$ cat config.mk
export PLATFORM = sky130hd
export DESIGN_NAME = shape_read_flat
export DESIGN_NICKNAME = d
export VERILOG_FILES = /design/src/rtl/shape_read_if.sv /design/src/rtl/shape_read.sv /design/src/flat_wrapper.sv
export SDC_FILE = /design/constraint.sdc
export NUM_CORES = 1
export LEC_CHECK = 0
export BUFFER_PORTS_ARGS = -buffer_cell sky130_fd_sc_hd__buf_2
export CAP_MARGIN = 20
export CELL_PAD_IN_SITES_DETAIL_PLACEMENT = 2
export CELL_PAD_IN_SITES_GLOBAL_PLACEMENT = 2
export CORE_ASPECT_RATIO = 0.8
export CORE_MARGIN = 4
export CORE_UTILIZATION = 34
export DETAILED_ROUTE_END_ITERATION = 7
export PLACE_DENSITY = 0.91
export SLEW_MARGIN = 15
export SYNTH_ARGS = -nofsm -noshare
export SYNTH_HDL_FRONTEND = slang
export SYNTH_SLANG_ARGS = --single-unit
$ cat constraint.sdc
create_clock -name clk -period 4.8 [get_ports clk]
set_input_delay 0.24 -clock clk [delete_from_list [all_inputs] [get_ports clk]]
set_output_delay 0.24 -clock clk [all_outputs]
set_load 0.02 [all_outputs]
$ cat src/rtl/shape_read_if.sv
// rtl/shape_read_if.sv - Shape RAM read port bundle
// Ports:
//   ram_address  reader -> RAM  read address
//   ram_enable   reader -> RAM  read enable, one word per enabled cycle
//   ram_data     RAM -> reader  read data, valid RAM_LAT cycles after the address
interface shape_read_if #(
  parameter int ADDRW = 20,
  parameter int DATAW = 12
);
  logic [ADDRW-1:0] ram_address;
  logic             ram_enable;
  logic [DATAW-1:0] ram_data;

  modport master (output ram_address, output ram_enable, input ram_data);
  modport slave  (input ram_address, input ram_enable, output ram_data);
endinterface

$ cat src/rtl/shape_read.sv
// rtl/shape_read.sv - Reads one shape record from shape RAM and presents its fields
// Ports:
//   clk, rst            clock, synchronous active-high reset
//   id                  shape index, sampled on an accepted trigger
//   trigger             single-cycle start request, honoured only when idle
//   ram_address_offset  base of the shape table, sampled on an accepted trigger
//   ram                 RAM read port (address, enable out; data in)
//   busy                read in progress
//   done                one-cycle pulse when new field values appear
//   ty, x, y, size, rotate  record words 0..4 (x, y keep the low CORDW bits)
module shape_read #(
  parameter int DATAB   = 3,
  parameter int CORDW   = 9,
  parameter int ADDRW   = 20,
  parameter int DATAW   = 12,
  parameter int NUMW    = DATAW,
  parameter int RAM_LAT = 1
) (
  input  logic             clk,
  input  logic             rst,
  input  logic [NUMW-1:0]  id,
  input  logic             trigger,
  input  logic [ADDRW-1:0] ram_address_offset,
  shape_read_if.master     ram,
  output logic             busy,
  output logic             done,
  output logic [DATAW-1:0] ty,
  output logic [CORDW-1:0] x,
  output logic [CORDW-1:0] y,
  output logic [DATAW-1:0] size,
  output logic [DATAW-1:0] rotate
);

  typedef enum logic [1:0] {IDLE, ISSUE, DRAIN} state_t;

  state_t                     state;
  logic [ADDRW-1:0]           base;
  logic [2:0]                 ptr;

  // Each issued address travels with a valid bit and its word index, so the
  // returning data can be steered without knowing how long ago it was issued.
  logic [RAM_LAT-1:0]         pipe_v;
  logic [RAM_LAT-1:0][2:0]    pipe_idx;

  logic [DATAW-1:0]           ty_s;
  logic [CORDW-1:0]           x_s;
  logic [CORDW-1:0]           y_s;
  logic [DATAW-1:0]           size_s;

  logic                       cap_v;
  logic [2:0]                 cap_idx;
  logic                       last_word;
  logic [ADDRW-1:0]           trig_base;

  assign cap_v     = pipe_v[RAM_LAT-1];
  assign cap_idx   = pipe_idx[RAM_LAT-1];
  assign last_word = cap_v && (cap_idx == 3'd4);
  assign trig_base = (ADDRW'(id) << DATAB) + ram_address_offset;

  always_ff @(posedge clk) begin
    if (rst) begin
      state           <= IDLE;
      base            <= '0;
      ptr             <= '0;
      pipe_v          <= '0;
      pipe_idx        <= '0;
      ty_s            <= '0;
      x_s             <= '0;
      y_s             <= '0;
      size_s          <= '0;
      ty              <= '0;
      x               <= '0;
      y               <= '0;
      size            <= '0;
      rotate          <= '0;
      busy            <= 1'b0;
      done            <= 1'b0;
      ram.ram_enable  <= 1'b0;
      ram.ram_address <= '0;
    end else begin
      pipe_v[0]   <= ram.ram_enable;
      pipe_idx[0] <= ptr;
      for (int i = 1; i < RAM_LAT; i++) begin
        pipe_v[i]   <= pipe_v[i-1];
        pipe_idx[i] <= pipe_idx[i-1];
      end

      done <= 1'b0;

      if (cap_v) begin
        case (cap_idx)
          3'd0:    ty_s   <= ram.ram_data;
          3'd1:    x_s    <= ram.ram_data[CORDW-1:0];
          3'd2:    y_s    <= ram.ram_data[CORDW-1:0];
          3'd3:    size_s <= ram.ram_data;
          default: ;
        endcase
      end

      // Word 4 goes straight to its output so every field updates together.
      if (last_word) begin
        ty     <= ty_s;
        x      <= x_s;
        y      <= y_s;
        size   <= size_s;
        rotate <= ram.ram_data;
      end

      case (state)
        IDLE: begin
          if (trigger) begin
            base            <= trig_base;
            ptr             <= '0;
            ram.ram_address <= trig_base;
            ram.ram_enable  <= 1'b1;
            busy            <= 1'b1;
            state           <= ISSUE;
          end
        end
        ISSUE: begin
          if (ptr == 3'd4) begin
            ram.ram_enable <= 1'b0;
            state          <= DRAIN;
          end else begin
            ptr             <= ptr + 3'd1;
            ram.ram_address <= base + ADDRW'(ptr + 3'd1);
          end
        end
        DRAIN: begin
          if (last_word) begin
            busy  <= 1'b0;
            done  <= 1'b1;
            state <= IDLE;
          end
        end
        default: state <= IDLE;
      endcase
    end
  end

endmodule

$ cat src/flat_wrapper.sv
// flat-port wrapper written by rule: the top's interface ports become plain ports
module shape_read_flat 
#(
  parameter int DATAB   = 3,
  parameter int CORDW   = 9,
  parameter int ADDRW   = 20,
  parameter int DATAW   = 12,
  parameter int NUMW    = DATAW,
  parameter int RAM_LAT = 1
)
  (clk, rst, id, trigger, ram_address_offset, busy, done, ty, x, y, size, rotate, ram_ram_address, ram_ram_enable, ram_ram_data);
  shape_read_if #(.ADDRW(ADDRW), .DATAW(DATAW)) ram_i ();
  input  logic clk;
  input  logic rst;
  input  logic [NUMW-1:0] id;
  input  logic trigger;
  input  logic [ADDRW-1:0] ram_address_offset;
  output logic busy;
  output logic done;
  output logic [DATAW-1:0] ty;
  output logic [CORDW-1:0] x;
  output logic [CORDW-1:0] y;
  output logic [DATAW-1:0] size;
  output logic [DATAW-1:0] rotate;
  output wire logic [$bits(ram_i.ram_address)-1:0] ram_ram_address;
  output wire logic [$bits(ram_i.ram_enable)-1:0] ram_ram_enable;
  input wire logic [$bits(ram_i.ram_data)-1:0] ram_ram_data;
  assign ram_ram_address = ram_i.ram_address;
  assign ram_ram_enable = ram_i.ram_enable;
  assign ram_i.ram_data = ram_ram_data;
  shape_read #(.DATAB(DATAB), .CORDW(CORDW), .ADDRW(ADDRW), .DATAW(DATAW), .NUMW(NUMW), .RAM_LAT(RAM_LAT)) u_core (.clk(clk), .rst(rst), .id(id), .trigger(trigger), .ram_address_offset(ram_address_offset), .ram(ram_i), .busy(busy), .done(done), .ty(ty), .x(x), .y(y), .size(size), .rotate(rotate));
endmodule
==> impl_metrics.env <==
export IMPL_first_iter_violations=311
export IMPL_p_sw_uw=885
export IMPL_nets=1018
export IMPL_htree_levels=4
export IMPL_hold_buffers=0
export IMPL_wl_per_cell_um=20.3
export IMPL_fin_crit_sh=0.570
export IMPL_power_leakage_nw=3.12
export IMPL_ys_seq_area_frac=0.439
export IMPL_fmax_ghz=0.365
export IMPL_antenna_found_initial=1
export IMPL_syn_area_per_cell_um2=7.86
export IMPL_seqPwrFrac=0.428
export IMPL_crit_arrival_ps=3080
export IMPL_whs_ps=71.4
export IMPL_maxUsedRoutingLayer="met5"
export IMPL_hp_class="in2reg"
export IMPL_irDropWorstVdd_mv=0.212
export IMPL_cts_resized=0
export IMPL_synth_xor_area_frac=0.0364
export IMPL_final_area_mm2=0.00804
export IMPL_core_rowCount=45
export IMPL_regToRegSetupSlack_ps=2060
export IMPL_vias_per_cell=5.35
export IMPL_yosys_area_share_simple=0.233
export IMPL_postCtsSetupRepairBufs=0
export IMPL_status="completed"
export IMPL_combPwrFrac=0.123
export IMPL_syn_nets=925
export IMPL_area_growth_pct=19.2
export IMPL_root_buffer="clkbuf_16"
export IMPL_intPower_mw=2.18
export IMPL_n_fill_cell=2256
export IMPL_place_area_mm2=0.00744
export IMPL_layout_common_cells="256 x nand2_1, 148 x dfxtp_1, 134 x a21oi_1"
export IMPL_reg2reg_from="u_core.ptr[0]"
export IMPL_diodes=0
export IMPL_dieHeight_um=134
export IMPL_synthMuxAreaShare=0.00297
export IMPL_wl_met3_mm=1.13
export IMPL_yosys_warnings=0
export IMPL_synthCells=858
export IMPL_wl_met2_mm=11.6
export IMPL_grt_usage=0.225
export IMPL_synth_flop_cell="dfxtp_1"
export IMPL_powerDensity_mw_per_mm2=381
export IMPL_wl_met1_mm=11.5
export IMPL_multi_input_area_mm2=0.00344
export IMPL_place_ws_ps=2190
export IMPL_hold_viol=0
export IMPL_fin_ws_ps=2060
export IMPL_setup_tns_ps=0
export IMPL_reg2regPathDepth=9
export IMPL_gp_congestion=0.819
export IMPL_drt_wl_total_mm=24.8
export IMPL_seq_area_mm2=0.00296
export IMPL_synth_seq_cells=148
export IMPL_synth_top_family_by_area="simple AND/OR/NAND/NOR gates"
export IMPL_synth_fa_ha_area_frac=0.0393
export IMPL_grt_first_pass_wirelength_mm=39.1
export IMPL_crit_type="reg2reg"
export IMPL_cts_tree="yes"
export IMPL_clock_sinks=148
export IMPL_finClkSkew_ps=13.8
export IMPL_core_area_mm2=0.0193
export IMPL_holdPathStages=3
export IMPL_synthArstFlopShare=0
export IMPL_drive_gt1_frac=0.188
export IMPL_path_clk_slew_ps=60
export IMPL_final_common_cell="nand2_1"
export IMPL_hold_end="u_core.base[0]"
export IMPL_dp_hpwl_mm=17.0
export IMPL_io_pins=124
export IMPL_worst_pin_slew_ps=1050
export IMPL_drc_errors=0
export IMPL_synthesis_area_mm2=0.00675
export IMPL_setup_viol=0
export IMPL_dr_pass1_iters=4
export IMPL_die_x_um=165
export IMPL_endpoint_kind="register"
export IMPL_worst_endpoint_required_ps=5140
export IMPL_clock_latency_ps=430
export IMPL_cts_buffers=17
export IMPL_p_sw_frac=0.289
export IMPL_final_antenna_net_count=0
export IMPL_synth_distinct_cells=62
export IMPL_io_buffers=123
export IMPL_synth_compound_area_frac=0.197
export IMPL_synth_edff_count=0
export IMPL_clock_tree_buffer_depth=2
export IMPL_crit_start="u_core.ptr[0]"
export IMPL_report_final_slew_viol_count=0
export IMPL_grt_max_degree=96
export IMPL_clkPwrFrac=0.450
export IMPL_grt_pass1_vias=7029
export IMPL_start_kind="register"
export IMPL_die_area_mm2=0.0222
export IMPL_start_util=0.350
export IMPL_fin_crit_ps=2740
export IMPL_rsz0062_at_grt="no"
export IMPL_cap_violations=0
export IMPL_hp_start="ram_address_offset[0]"
export IMPL_r2r_end="u_core.ram.ram_address[10]"
export IMPL_cp_max_fo=5
export IMPL_vias=6542
export IMPL_relSlewSlack=0.300
export IMPL_gr_total_overflow=0
## sequential cells by signal, indices dropped and copies added, names as in the netlist, 2 cells and up
name and flops:
u_core.y 9, u_core.base 20, u_core.x 9, u_core.size 12, u_core.cap_idx 3, u_core.ram.ram_address 20
u_core.ty_s 12, u_core.rotate 12, u_core.y_s 9, u_core.ptr 3, u_core.state 2, u_core.size_s 12
u_core.ty 12, u_core.x_s 9
## per-stage QoR
stage,cells,total power [mW],util
final,1222,3.06,0.417
after global routing,1222,3.18,0.417
after CTS,1222,3.09,0.417
after detailed placement,1190,1.71,0.386
after global placement,1190,1.69,0.386
after floorplan,858,1.58,-
## final cells by class
class                   count  area share
clock inverters            14      0.0207
flip-flops and latches    148       0.369
well taps                 258      0.0402
inverters                  17     0.00794
multi-input cells         639       0.428
repair buffers            128      0.0816
clock buffers              18      0.0534
## synthesized netlist by cell type, drive strengths merged, types with 8 or more instances
cell	count	area (um2)
clkbuf	37	180
nand2	257	967
inv	17	63.8
nand4	12	75.1
xnor2	22	193
dfxtp	148	2960
nor2	39	154
a21oi	140	723
buf	17	108
nand3	15	75.1
o211ai	11	92.6
ha	18	225
o21ai	27	150
nor3	8	50.1
## power by group through the flow
stage                     clock network [mW]  registers [mW]  logic [mW]
after global placement                     0            1.33       0.353
after global routing                    1.46            1.31       0.412
after detailed placement                   0            1.34       0.370
final                                   1.38            1.31       0.375
after floorplan                            0            1.35       0.232
after CTS                               1.40            1.31       0.376
## worst max path at each step
stage,to,cells past startpoint
after floorplan,u_core.ram.ram_address[18],9
after global placement,u_core.ram.ram_address[18],9
after detailed placement,u_core.ram.ram_address[18],9
after CTS,u_core.ram.ram_address[10],9
after global routing,u_core.ram.ram_address[18],9
final,u_core.ram.ram_address[10],9
## cells by family after synthesis
family / count (synthesis)
buffers and inverters: 71
xor gates and xnor gates: 28
AOI/OAI and AO/OA: 220
DFF: 148
muxes: 2
and+or+nand+nor: 369
adders and majority gates: 20
## critical path, cell delays in order (launching register included)
cell and delay [ps]:
dfxtp_1 420, inv_1 110, ha_1 370, fa_1 490, a211oi_2 450, nor3_2 170
nand2_1 130, xnor2_1 150, mux2i_1 110, a211oi_1 240
## layer usage
layer  up-vias  track usage
li1       3100            -
met1      3232        0.299
met2       161        0.364
met3        47       0.0461
met4         2       0.0733
met5         -            0
Note: power is estimated with default switching activity, not from simulation.
